## src/rtl/mod_multicycle_control_pkg.sv

```systemverilog
// rtl/mod_multicycle_control_pkg.sv - opcode, funct, ALU, state and trap-cause codes for the multi-cycle controller
package mod_multicycle_control_pkg;

  localparam logic [5:0] OP_RTYPE = 6'b000000;
  localparam logic [5:0] OP_LW    = 6'b100011;
  localparam logic [5:0] OP_SW    = 6'b101011;
  localparam logic [5:0] OP_BEQ   = 6'b000100;
  localparam logic [5:0] OP_J     = 6'b000010;
  localparam logic [5:0] OP_ADDI  = 6'b001000;

  localparam logic [5:0] FN_ADD = 6'b100000;
  localparam logic [5:0] FN_SUB = 6'b100010;
  localparam logic [5:0] FN_AND = 6'b100100;
  localparam logic [5:0] FN_OR  = 6'b100101;
  localparam logic [5:0] FN_SLT = 6'b101010;

  localparam logic [2:0] ALU_AND = 3'b000;
  localparam logic [2:0] ALU_OR  = 3'b001;
  localparam logic [2:0] ALU_ADD = 3'b010;
  localparam logic [2:0] ALU_SUB = 3'b110;
  localparam logic [2:0] ALU_SLT = 3'b111;
  localparam logic [2:0] ALU_NOP = 3'b101;

  localparam logic [1:0] CAUSE_NONE   = 2'b00;
  localparam logic [1:0] CAUSE_OPCODE = 2'b01;
  localparam logic [1:0] CAUSE_FUNCT  = 2'b10;
  localparam logic [1:0] CAUSE_BUS    = 2'b11;

  typedef enum logic [3:0] {
    S_FETCH, S_DECODE, S_MEM_ADDR, S_MEM_READ, S_MEM_WB, S_MEM_WRITE,
    S_R_EXEC, S_R_WB, S_BRANCH, S_JUMP, S_I_EXEC, S_I_WB, S_TRAP
  } state_e;

endpackage

```

## src/rtl/mod_multicycle_control_alu_decoder.sv

```systemverilog
// rtl/mod_multicycle_control_alu_decoder.sv - R-type funct to ALU operation, flags unsupported funct codes
module mod_alu_decoder
  import mod_multicycle_control_pkg::*;
(
  input  logic [5:0] funct,
  output logic [2:0] alu_op,
  output logic       illegal
);

  always_comb begin
    alu_op  = ALU_NOP;
    illegal = 1'b0;
    case (funct)
      FN_ADD:  alu_op = ALU_ADD;
      FN_SUB:  alu_op = ALU_SUB;
      FN_AND:  alu_op = ALU_AND;
      FN_OR:   alu_op = ALU_OR;
      FN_SLT:  alu_op = ALU_SLT;
      default: illegal = 1'b1;
    endcase
  end

endmodule

```

## src/rtl/mod_multicycle_control.sv

```systemverilog
// rtl/mod_multicycle_control.sv - multi-cycle MIPS main controller with bus-timeout/illegal traps and retire counter
module mod_multicycle_control
  import mod_multicycle_control_pkg::*;
#(
  parameter int ALU_OP_W    = 3,
  parameter int MEM_TIMEOUT = 15,
  parameter int CNT_W       = 32,
  parameter bit EN_ADDI     = 1'b1
) (
  input  logic                clk,
  input  logic                rst_n,
  input  logic [5:0]          opcode,
  input  logic [5:0]          funct,
  input  logic                zero,
  input  logic                mem_ready,
  output logic                pc_write,
  output logic [1:0]          pc_src,
  output logic                i_or_d,
  output logic                mem_read,
  output logic                mem_write,
  output logic                ir_write,
  output logic                reg_dst,
  output logic                mem_to_reg,
  output logic                reg_write,
  output logic                alu_src_a,
  output logic [1:0]          alu_src_b,
  output logic [ALU_OP_W-1:0] alu_op,
  output logic                instr_done,
  output logic                trap,
  output logic [1:0]          trap_cause,
  output logic [CNT_W-1:0]    retired_cnt
);

  localparam int WAIT_W = (MEM_TIMEOUT > 1) ? $clog2(MEM_TIMEOUT) : 1;

  state_e             state_q, state_d;
  logic [WAIT_W-1:0]  wait_q;
  logic [1:0]         cause_q, cause_d;
  logic [CNT_W-1:0]   cnt_q;

  logic [2:0] r_alu_op;
  logic       r_illegal;
  logic       timeout, mem_state;

  logic       pc_write_r, i_or_d_r, mem_read_r, mem_write_r, ir_write_r;
  logic       reg_dst_r, mem_to_reg_r, reg_write_r, src_a_r, done_r, trap_r;
  logic [1:0] pc_src_r, src_b_r;
  logic [2:0] alu_r;

  mod_alu_decoder u_alu_dec (
    .funct   (funct),
    .alu_op  (r_alu_op),
    .illegal (r_illegal)
  );

  assign mem_state = (state_q == S_FETCH) || (state_q == S_MEM_READ) || (state_q == S_MEM_WRITE);
  assign timeout   = (MEM_TIMEOUT != 0) && mem_state && !mem_ready &&
                     (wait_q == WAIT_W'(MEM_TIMEOUT - 1));

  always_comb begin
    state_d = state_q;     cause_d = cause_q;
    pc_write_r = 1'b0;     pc_src_r = 2'b00;      i_or_d_r = 1'b0;
    mem_read_r = 1'b0;     mem_write_r = 1'b0;    ir_write_r = 1'b0;
    reg_dst_r = 1'b0;      mem_to_reg_r = 1'b0;   reg_write_r = 1'b0;
    src_a_r = 1'b0;        src_b_r = 2'b00;       alu_r = ALU_NOP;
    done_r = 1'b0;         trap_r = 1'b0;
    case (state_q)
      S_FETCH: begin
        mem_read_r = !timeout;
        src_b_r    = 2'b01;
        alu_r      = ALU_ADD;
        if (mem_ready) begin
          ir_write_r = 1'b1;
          pc_write_r = 1'b1;
          state_d    = S_DECODE;
        end else if (timeout) begin
          state_d = S_TRAP;
          cause_d = CAUSE_BUS;
        end
      end
      S_DECODE: begin
        src_b_r = 2'b11;
        alu_r   = ALU_ADD;
        if (opcode == OP_LW || opcode == OP_SW) state_d = S_MEM_ADDR;
        else if (opcode == OP_RTYPE) begin
          if (r_illegal) begin
            state_d = S_TRAP;
            cause_d = CAUSE_FUNCT;
          end else state_d = S_R_EXEC;
        end
        else if (opcode == OP_BEQ) state_d = S_BRANCH;
        else if (opcode == OP_J) state_d = S_JUMP;
        else if (EN_ADDI && opcode == OP_ADDI) state_d = S_I_EXEC;
        else begin
          state_d = S_TRAP;
          cause_d = CAUSE_OPCODE;
        end
      end
      S_MEM_ADDR: begin
        src_a_r = 1'b1;
        src_b_r = 2'b10;
        alu_r   = ALU_ADD;
        state_d = (opcode == OP_LW) ? S_MEM_READ : S_MEM_WRITE;
      end
      S_MEM_READ: begin
        mem_read_r = !timeout;
        i_or_d_r   = 1'b1;
        if (mem_ready) state_d = S_MEM_WB;
        else if (timeout) begin
          state_d = S_TRAP;
          cause_d = CAUSE_BUS;
        end
      end
      S_MEM_WB: begin
        reg_write_r  = 1'b1;
        mem_to_reg_r = 1'b1;
        done_r       = 1'b1;
        state_d      = S_FETCH;
      end
      S_MEM_WRITE: begin
        mem_write_r = !timeout;
        i_or_d_r    = 1'b1;
        if (mem_ready) begin
          done_r  = 1'b1;
          state_d = S_FETCH;
        end else if (timeout) begin
          state_d = S_TRAP;
          cause_d = CAUSE_BUS;
        end
      end
      S_R_EXEC: begin
        src_a_r = 1'b1;
        alu_r   = r_alu_op;
        state_d = S_R_WB;
      end
      S_R_WB: begin
        reg_dst_r   = 1'b1;
        reg_write_r = 1'b1;
        done_r      = 1'b1;
        state_d     = S_FETCH;
      end
      S_BRANCH: begin
        src_a_r    = 1'b1;
        alu_r      = ALU_SUB;
        pc_src_r   = 2'b01;
        pc_write_r = zero;
        done_r     = 1'b1;
        state_d    = S_FETCH;
      end
      S_JUMP: begin
        pc_src_r   = 2'b10;
        pc_write_r = 1'b1;
        done_r     = 1'b1;
        state_d    = S_FETCH;
      end
      S_I_EXEC: begin
        src_a_r = 1'b1;
        src_b_r = 2'b10;
        alu_r   = ALU_ADD;
        state_d = S_I_WB;
      end
      S_I_WB: begin
        reg_write_r = 1'b1;
        done_r      = 1'b1;
        state_d     = S_FETCH;
      end
      S_TRAP: begin
        pc_src_r   = 2'b11;
        pc_write_r = 1'b1;
        trap_r     = 1'b1;
        state_d    = S_FETCH;
      end
      default: state_d = S_FETCH;
    endcase
  end

  always_ff @(posedge clk or negedge rst_n) begin
    if (!rst_n) begin
      state_q <= S_FETCH;
      wait_q  <= '0;
      cause_q <= CAUSE_NONE;
      cnt_q   <= '0;
    end else begin
      state_q <= state_d;
      cause_q <= cause_d;
      // Every memory state is entered from a different state, so a state change marks entry.
      if (state_d != state_q) wait_q <= '0;
      else if (mem_state && !mem_ready) wait_q <= wait_q + WAIT_W'(1);
      if (done_r) cnt_q <= cnt_q + CNT_W'(1);
    end
  end

  // Reset overrides the decode so no strobe reaches the datapath while rst_n is low.
  assign pc_write    = rst_n & pc_write_r;
  assign pc_src      = rst_n ? pc_src_r : 2'b00;
  assign i_or_d      = rst_n & i_or_d_r;
  assign mem_read    = rst_n & mem_read_r;
  assign mem_write   = rst_n & mem_write_r;
  assign ir_write    = rst_n & ir_write_r;
  assign reg_dst     = rst_n & reg_dst_r;
  assign mem_to_reg  = rst_n & mem_to_reg_r;
  assign reg_write   = rst_n & reg_write_r;
  assign alu_src_a   = rst_n & src_a_r;
  assign alu_src_b   = rst_n ? src_b_r : 2'b00;
  assign alu_op      = ALU_OP_W'(rst_n ? alu_r : ALU_NOP);
  assign instr_done  = rst_n & done_r;
  assign trap        = rst_n & trap_r;
  assign trap_cause  = cause_q;
  assign retired_cnt = cnt_q;

endmodule

```

## config.mk

```make
export PLATFORM = sky130hd
export DESIGN_NAME = mod_multicycle_control
export DESIGN_NICKNAME = d
export VERILOG_FILES = /design/src/rtl/mod_multicycle_control_pkg.sv /design/src/rtl/mod_multicycle_control_alu_decoder.sv /design/src/rtl/mod_multicycle_control.sv
export SDC_FILE = /design/constraint.sdc
export NUM_CORES = 1
export LEC_CHECK = 0
export CORE_MARGIN = 3
export CORE_UTILIZATION = 42
export DETAILED_ROUTE_END_ITERATION = 7
export HOLD_SLACK_MARGIN = 0.03
export PLACE_DENSITY_LB_ADDON = 0.3
export SYNTH_ARGS = -nofsm -noshare
export SYNTH_HDL_FRONTEND = slang
export SYNTH_HIERARCHICAL = 1
export SYNTH_SLANG_ARGS = --single-unit
```

## constraint.sdc

```tcl
create_clock -name clk -period 5.3 [get_ports clk]
set_input_delay 0.53 -clock clk [delete_from_list [all_inputs] [get_ports clk]]
set_output_delay 0.53 -clock clk [all_outputs]
set_load 0.05 [all_outputs]
```

After elaboration in Yosys (flattened, before gate mapping)
Cells that the tools add are included.

storage, ports and cells
  register bits = 42
  input port bits = 16
  output and inout bits = 52
  word-level logic and storage cells = 112

operators by class
  add/sub/neg operators = 2
  equal/unequal tests = 31
  muxes and demuxes = 42
  bitwise logic cells = 11
  reductions and logical operators = 22

operator list
  cell                                                                    count
  6-bit equality test (second input constant)                             7
  4-bit two-way mux                                                       9
  32-bit by 1-bit adder with 32-bit output (second input constant)        1
  4-bit one-hot mux with 7 select lines                                   1
  4-bit equality test (second input constant)                             6
  2-bit two-way mux                                                       10
  4-bit by 3-bit equality test with 1-bit output (second input constant)  4
  3-bit two-way mux                                                       5
  3-bit one-hot mux with 5 select lines                                   1
  3-bit != test (second input constant)                                   4
  2-bit one-hot mux with 3 select lines                                   2
  1-bit bitwise AND                                                       11
  1-bit two-way mux                                                       10
  5-bit OR reduction                                                      2
  3-bit one-hot mux with 3 select lines                                   1
  4-bit by 2-bit equality test with 1-bit output (second input constant)  2
  8-bit AND reduction                                                     1
  2-bit OR reduction                                                      4
  4-bit OR reduction                                                      2
  6-bit by 2-bit equality test with 1-bit output (second input constant)  1
  6-bit by 3-bit equality test with 1-bit output (second input constant)  1
  6-bit by 4-bit equality test with 1-bit output (second input constant)  1
  6-bit logical NOT                                                       1
  3-bit OR reduction                                                      2
  13 further kinds                                                        19

Longest topological paths before layout
Gate-level depths: netlist (run 1).

  depth after elaboration = 10
  depth in mapped cells = 7
  depth with buffers taken out = 7

Hierarchy
The synthesis (run 1) kept the hierarchy.

modules (own cells, without submodules)
  module                  instances  cells an instance  area each (µm²)  sequential area each (µm²)
  mod_multicycle_control  1          282                2587.5           1051.0
  mod_alu_decoder         1          10                 72.6             0.0

Worst setup path after synthesis (run 1)
Ideal clock, no wire load.

  path kind = register -> output
  from = register state_q[1]
  to = output port mem_read
  arrival time = 2746 ps
  data required time = 4770 ps
  slack = 2024 ps
  cell stages (with the launch flop) = 6
  buffers on the path = 1
  cell sequence = dfrtp_1 -> clkbuf_1 -> and3b_1 -> a22oi_1 -> nor2_1 -> nor4_1

between the ends
  longest elaborated chain between the ends = 8
  elaborated cells between the ends (all ways) = 11
  those cells by class = eq/ne (2); mux (1); bitwise (1); reduce/logical (7)

ends and longest elaborated chain
  element                                                                              line                                                         text
  from (decl)                                                                          mod_multicycle_control.sv:36                                 state_e state_q, state_d;
  from (signal assigned)                                                               mod_multicycle_control.sv:184                                state_q <= state_d;
  4-bit by 2-bit equality test with 1-bit output or 4-bit logical NOT (tied branches)  mod_multicycle_control.sv:56, mod_multicycle_control.sv:67
  1-bit logical OR (2 in series)                                                       mod_multicycle_control.sv:56                                 assign mem_state = (state_q == S_FETCH) || (state_q == S_MEM_READ) || (state_q == S_MEM_WRITE);
  1-bit logical AND (2 in series)                                                      mod_multicycle_control.sv:57                                 assign timeout = (MEM_TIMEOUT != 0) && mem_state && !mem_ready &&
  1-bit logical NOT                                                                    mod_multicycle_control.sv:69, mod_multicycle_control.sv:106
  1-bit two-way mux (*)                                                                n/a
  1-bit bitwise AND (*)                                                                mod_multicycle_control.sv:197                                assign mem_read = rst_n & mem_read_r;
  to (decl)                                                                            mod_multicycle_control.sv:19                                 output logic mem_read,

Mark *: on every way between the ends. The rest lies on a longest branch, timed or not.

Worst setup path after layout (run 1)
  from = register state_q[2]
  to = output port mem_read

Same word-level chain as after synthesis.

==> impl_metrics.ini, run 1 <==
[sta]
rsz0062_at_grt = false
tightest_slew_ns = 0.8294
slew_headroom_pct = 44.71
hold_violations = 0
period_minus_slack_ns = 3.663
max_freq_mhz = 273.0
tns_ns = 0
setup_viol = 0
slew_violations = 0
fin_crit_sh_pct = 69.11
whs_ns = 0.1577
clock_skew_ns = 0.004957

[grt]
grt_pass1_vias = 2258
grt_pass1_wl_mm = 10.64
grt_util_all_layers_pct = 17.63
grt_start_max_net_pins = 35
grt_overflow = 0
antenna_found_initial = 0

[detailed_routing]
postRouteAntennaNets = 0
drc = 0
avgViaCountPerCell = 5.578
wl_mm = 6.367
drt_pass1_iterations = 5
vias = 2404
post_drt_wl_per_cell_um = 14.77
drt_first_iter_violations = 178

[place]
placed_cell_area_mm2 = 0.003376
dp_cells = 423
hpwl_mm = 4.769
gp_congestion = 0.8201
port-buffer-count = 67

[clocking]
cts_buffers = 5
clk_latency_ns = 0.29
postCtsResizedCells = 0
path_clk_slew_ns = 0.08
cts_root_buffer = clkbuf_8
cts_tree = done
cts_sinks = 42
cts_setup_buffers = 0
cts_buffer_depth = 2
htreeDepth = 2
hold_buffers = 0

[synthesis]
async_flop_share_pct = 100.0
synth_seq_cells = 42
yosys_most_used_dff = dfrtp_1
ys_seq_area_share_pct = 39.51
synthCells = 292
ys_warn_count = 6
ys_types = 59
synth_top_area_share_pct = 39.51
synth.largest_area_cell = dfrtp_1
synth_area_leaders = dfrtp_1, xnor2_1, xor2_1
syn_area_mm2 = 0.002660
synth_edf_count = 0
syn-num-nets = 311
synth.avg_cell_area_um2 = 9.110

[pwr]
total_leakage_power_nw = 1.429
p_clk_share_pct = 15.6
switching_power_mw = 0.6303
peakVddDrop_v = 0.0003334
combPwrFrac_pct = 50.4
p_sw_share_pct = 46.80
p_int_mw = 0.7163
power_density_mw_per_mm2 = 388.4
power_frac_seq_pct = 34.1

[critical_path]
path_cells = and3b_1 > a22oi_1 > nor2_1 > nor4_1 > clkdlybuf4s50_1
worst_ep_required_time_ns = 4.77
path_max_fanout = 26
cpPeakStageDelay_ns = 0.89
slowest_stage = dfrtp_1
cp_data_arrival_time_ns = 3.13
cp-start-kind = register
cp-end-kind = output port
critPathKind = register to output port

[die]
row_count = 28
start_util_pct = 44.14
die_w_um = 85.59
die_area_mm2 = 0.007325
fp.coreArea_mm2 = 0.006026
pin_count = 68
die_h_um = 85.59

[finish]
n_antenna_cell = 0
final_nets = 374
n_fill_cell = 545
fin_cells = 431
finalInstanceArea_mm2 = 0.003467
drive_gt1_share_pct = 6.742
area_delta_synth_final_pct = 30.34

[run_status]
status = finished clean

[min_path]
hold_class = primary input to asynchronous set/reset pin

[flow_run]
cap_viol_max_count = 0
## synthesized netlist by cell type, types with 3 or more instances
cell type / n
and3_1: 4
nor4_1: 5
nand2b_1: 5
nand3_1: 20
nor2b_1: 6
nor2_1: 24
buf_2: 5
xnor2_1: 22
nand4b_1: 3
nand4_1: 9
nand2_1: 26
clkbuf_1: 6
o21ai_0: 11
a21oi_1: 9
nor3_1: 16
ha_1: 3
xor2_1: 15
nor3b_1: 3
and4_1: 4
dfrtp_1: 42
and2_1: 4
inv_1: 5
a21o_1: 3
## flip-flops by register name, indices dropped and copies added, names as in the netlist
name	cells
retired_cnt	32
wait_q	4
trap_cause	2
state_q	4
## cell type report
type                       count  area [um^2]  share of cell area, %
clock inverter                 1        5.005                 0.1444
clock buffer                   7        86.33                  2.490
sequential                    42         1051                  30.31
tap                           75        93.84                  2.707
timing repair buffer          68        673.1                  19.42
inverter                       5        18.77                 0.5413
multi-input combinational    233         1539                  44.39
## per-layer routing
| layer | track usage, % | wire length (um) | vias up |
|---|---|---|---|
| met5 | 0 | 0 | - |
| met4 | 3.022 | 41 | 0 |
| met3 | 3.074 | 245 | 5 |
| met2 | 28.67 | 3051 | 53 |
| met1 | 25.05 | 3029 | 1172 |
| li1 | - | - | 1174 |
## critical path: cells and delay by family, from the launching register on
kind	cells	cell delay, ns
AO/OA/AOI/OAI	1	0.39
AND/OR/NAND/NOR	3	0.71
buffers and inverters	1	0.84
flip-flops	1	0.89
## layout by cell type, fill, tap and decap left out, drive strengths merged, types with 4 or more instances in the layout
cell,n
clkdlybuf4s50,66
dfrtp,42
nand2,26
nor2,25
xnor2,22
nand3,20
nor3,18
xor2,15
o21ai,11
a21oi,10
nand4,9
nor2b,7
clkbuf,7
nor4,6
inv,5
nand2b,5
and2,5
and3,4
and4,4
nor4b,4
## power groups by stage
stage | clock [mW] | combinational (mW) | sequential (mW)
after floorplan | 0 | 0.479 | 0.468
after global placement | 0 | 0.669 | 0.462
after detailed placement | 0 | 0.676 | 0.464
after CTS | 0.214 | 0.680 | 0.458
after global routing | 0.228 | 0.732 | 0.472
final | 0.209 | 0.678 | 0.459
## kinds of logic after synthesis
kind of cell	count (synthesis)	share of synthesized area [%]
compound gates	43	10.91
mux	2	0.7996
simple gates	148	32.55
buf+inv	17	2.634
fa+ha+maj	3	1.411
xor+xnor	37	12.18
flops	42	39.51
## through the flow
step                setup slack (ns)  utilization, %  total power, mW
floorplan                      2.024               -           0.9478
global route                   1.471           57.54            1.432
global placement               1.796           56.02            1.131
detailed placement             1.784           56.02            1.141
finish                         1.637           57.54            1.347
CTS                            1.670           57.54            1.352
## final timing paths
check	from	endpoint	slack (ns)	cells past startpoint
worst min register to register	retired_cnt[31]$_DFFE_PN0P_	retired_cnt[31]$_DFFE_PN0P_	0.48	1
worst max register to register	state_q[0]$_DFF_PN0_	retired_cnt[26]$_DFFE_PN0P_	2.88	5
max in group asynchronous	rst_n	retired_cnt[4]$_DFFE_PN0P_	4.38	2
worst max-delay path	state_q[2]$_DFF_PN0_	mem_read	1.64	5
min in group clk	retired_cnt[31]$_DFFE_PN0P_	retired_cnt[31]$_DFFE_PN0P_	0.48	1
worst min-delay path	rst_n	trap_cause[1]$_DFFE_PN0P_	0.16	1
Power figures use the tool's default switching activity.
==> run 2: changes to the inputs <==
==> constraint.sdc (replaced) <==
create_clock -name clk -period 3.1 [get_ports clk]
set_input_delay 0.31 -clock clk [delete_from_list [all_inputs] [get_ports clk]]
set_output_delay 0.31 -clock clk [all_outputs]
set_load 0.05 [all_outputs]
==> run 2 against run 1 <==
Effect of this change:
- register-to-register slack lost 2.3 ns
- power grew 77%
- sequential share of layout area shrank 0.45 points
- final cell count grew 0.93%
- wire length shrank 1.6%
- flip-flop and latch count is the same
- sequential power grew 64%
- die area is the same
- clock power grew 100%
- critical endpoint is now reg_write
==> impl_metrics.ini, run 2 (synthesis results as in run 1) <==
[die]
fp.coreArea_mm2 = 0.006026
start_util_pct = 44.14
row_count = 28
die_w_um = 85.59
die_area_mm2 = 0.007325
die_h_um = 85.59
pin_count = 68

[critical_path]
reg2reg_setup_slack_ns = 0.57
path_buf_inv = 1
cp-end-kind = output port
worst_r2r_startpoint = state_q[1]$_DFF_PN0_
rr_worst_depth = 7
slowest_stage = dfrtp_1
critPathTopFamily = flip-flops
cp-start-kind = register
worst_ep_required_time_ns = 2.79
path_cells = nor2b_1 > o21bai_1 > a21boi_0 > clkdlybuf4s50_1
critPathKind = register to output port
cp_data_arrival_time_ns = 2.54
path_max_fanout = 27
cpPeakStageDelay_ns = 0.89
rr_endpoint = retired_cnt[31]$_DFFE_PN0P_

[sta]
clock_skew_ns = 0.005973
rsz0062_at_grt = false
fin_crit_sh_pct = 92.06
whs_ns = 0.4593
tightest_slew_ns = 0.8338
slew_headroom_pct = 44.41
slew_violations = 0
hold_violations = 0
period_minus_slack_ns = 2.854
max_freq_mhz = 350.4
tns_ns = 0
setup_viol = 0

[finish]
final_nets = 378
n_antenna_cell = 0
finalInstanceArea_mm2 = 0.003520
fin_cells = 435
drive_gt1_share_pct = 8.056
largest_register_ffs = 32
layout_common_cells = clkdlybuf4s50_1, dfrtp_1, nand2_1
layout_commonest_cell = clkdlybuf4s50_1
area_delta_synth_final_pct = 32.31

[clocking]
cts_tree = done
htreeDepth = 2
postCtsResizedCells = 0
cts_buffers = 5
cts_buffer_depth = 2
cts_root_buffer = clkbuf_8
cts_sinks = 42
clk_latency_ns = 0.28
path_clk_slew_ns = 0.07

[pwr]
total_leakage_power_nw = 1.462
peakVddDrop_v = 0.0006682
power_density_mw_per_mm2 = 678.3

[detailed_routing]
drc = 0
vias = 2419
drt_pass1_iterations = 4
wl_mm = 6.267
postRouteAntennaNets = 0
drt_first_iter_violations = 233
avgViaCountPerCell = 5.561
post_drt_wl_per_cell_um = 14.41

[flow_run]
cap_viol_max_count = 0

[grt]
grt_pass1_vias = 2328
grt_util_all_layers_pct = 17.89
antenna_found_initial = 0
grt_pass1_wl_mm = 10.85
grt_start_max_net_pins = 38
grt_overflow = 0

[place]
dp_cells = 426
port-buffer-count = 67
placed_cell_area_mm2 = 0.003403
hpwl_mm = 4.710
gp_congestion = 0.7601

[min_path]
hold_class = primary input to asynchronous set/reset pin

[run_status]
status = finished clean
## run 2: area by class of cell
type,count,area [um^2]
tap,75,93.84
multi-input combinational,233,1539
inverter,5,18.77
timing repair buffer,72,710.7
fill,554,2506
clock inverter,1,30.03
clock buffer,7,76.32
sequential,42,1051
## run 2: what timing repair did
item                                   CTS  global route
hold buffers                             1             0
buffers inserted                         0             0
endpoints found under the hold margin    5             0
## run 2: stage by stage
stage | worst slack [ns] | util [%] | power, mW
finish | 0.2463 | 58.41 | 2.387
global route | 0.01665 | 58.41 | 2.548
CTS | 0.2374 | 58.41 | 2.399
detailed placement | 0.3481 | 56.48 | 1.976
global placement | 0.3877 | 56.48 | 1.961
floorplan | 0.04434 | - | 1.620
## run 2: layer usage
| layer | part of all wire, % | up-vias | wire (um) | track usage, % |
|---|---|---|---|---|
| met1 | 46 | 1162 | 2887 | 25.46 |
| li1 | - | 1185 | - | - |
| met2 | 49 | 68 | 3043 | 29.31 |
| met3 | 5.0 | 4 | 314 | 3.170 |
| met4 | 0.34 | 0 | 21 | 2.446 |
| met5 | 0 | - | 0 | 0 |
## run 2: worst max-delay path by stage
stage                                     from         end  slack [ns]  cells after the start
after global placement                funct[5]   alu_op[0]        0.39                      7
after detailed placement              funct[2]   alu_op[0]        0.35                      7
final                     state_q[3]$_DFF_PN0_   reg_write        0.25                      4
after floorplan           state_q[1]$_DFF_PN0_    mem_read        0.04                      5
after CTS                 state_q[3]$_DFF_PN0_   reg_write        0.24                      4
after global routing      state_q[3]$_DFF_PN0_  mem_to_reg        0.02                      4
## run 2: report_power, final
group	internal, mW	leakage (nW)	switching, mW	total (mW)
clock network	0.241	0.0524	0.176	0.417
registers	0.609	0.558	0.143	0.752
logic	0.454	0.851	0.763	1.22
total	1.30	1.46	1.08	2.39
==> run 3: changes to the inputs <==
--- a/config.mk
+++ b/config.mk
@@ -8,6 +8,7 @@
 export CORE_MARGIN = 3
 export CORE_UTILIZATION = 42
 export DETAILED_ROUTE_END_ITERATION = 7
+export GPL_ROUTABILITY_DRIVEN = 1
 export HOLD_SLACK_MARGIN = 0.03
 export PLACE_DENSITY_LB_ADDON = 0.3
 export SYNTH_ARGS = -nofsm -noshare
==> results of run 3 <==
No change in the layout: final DEF, timing and power equal those of run 2.
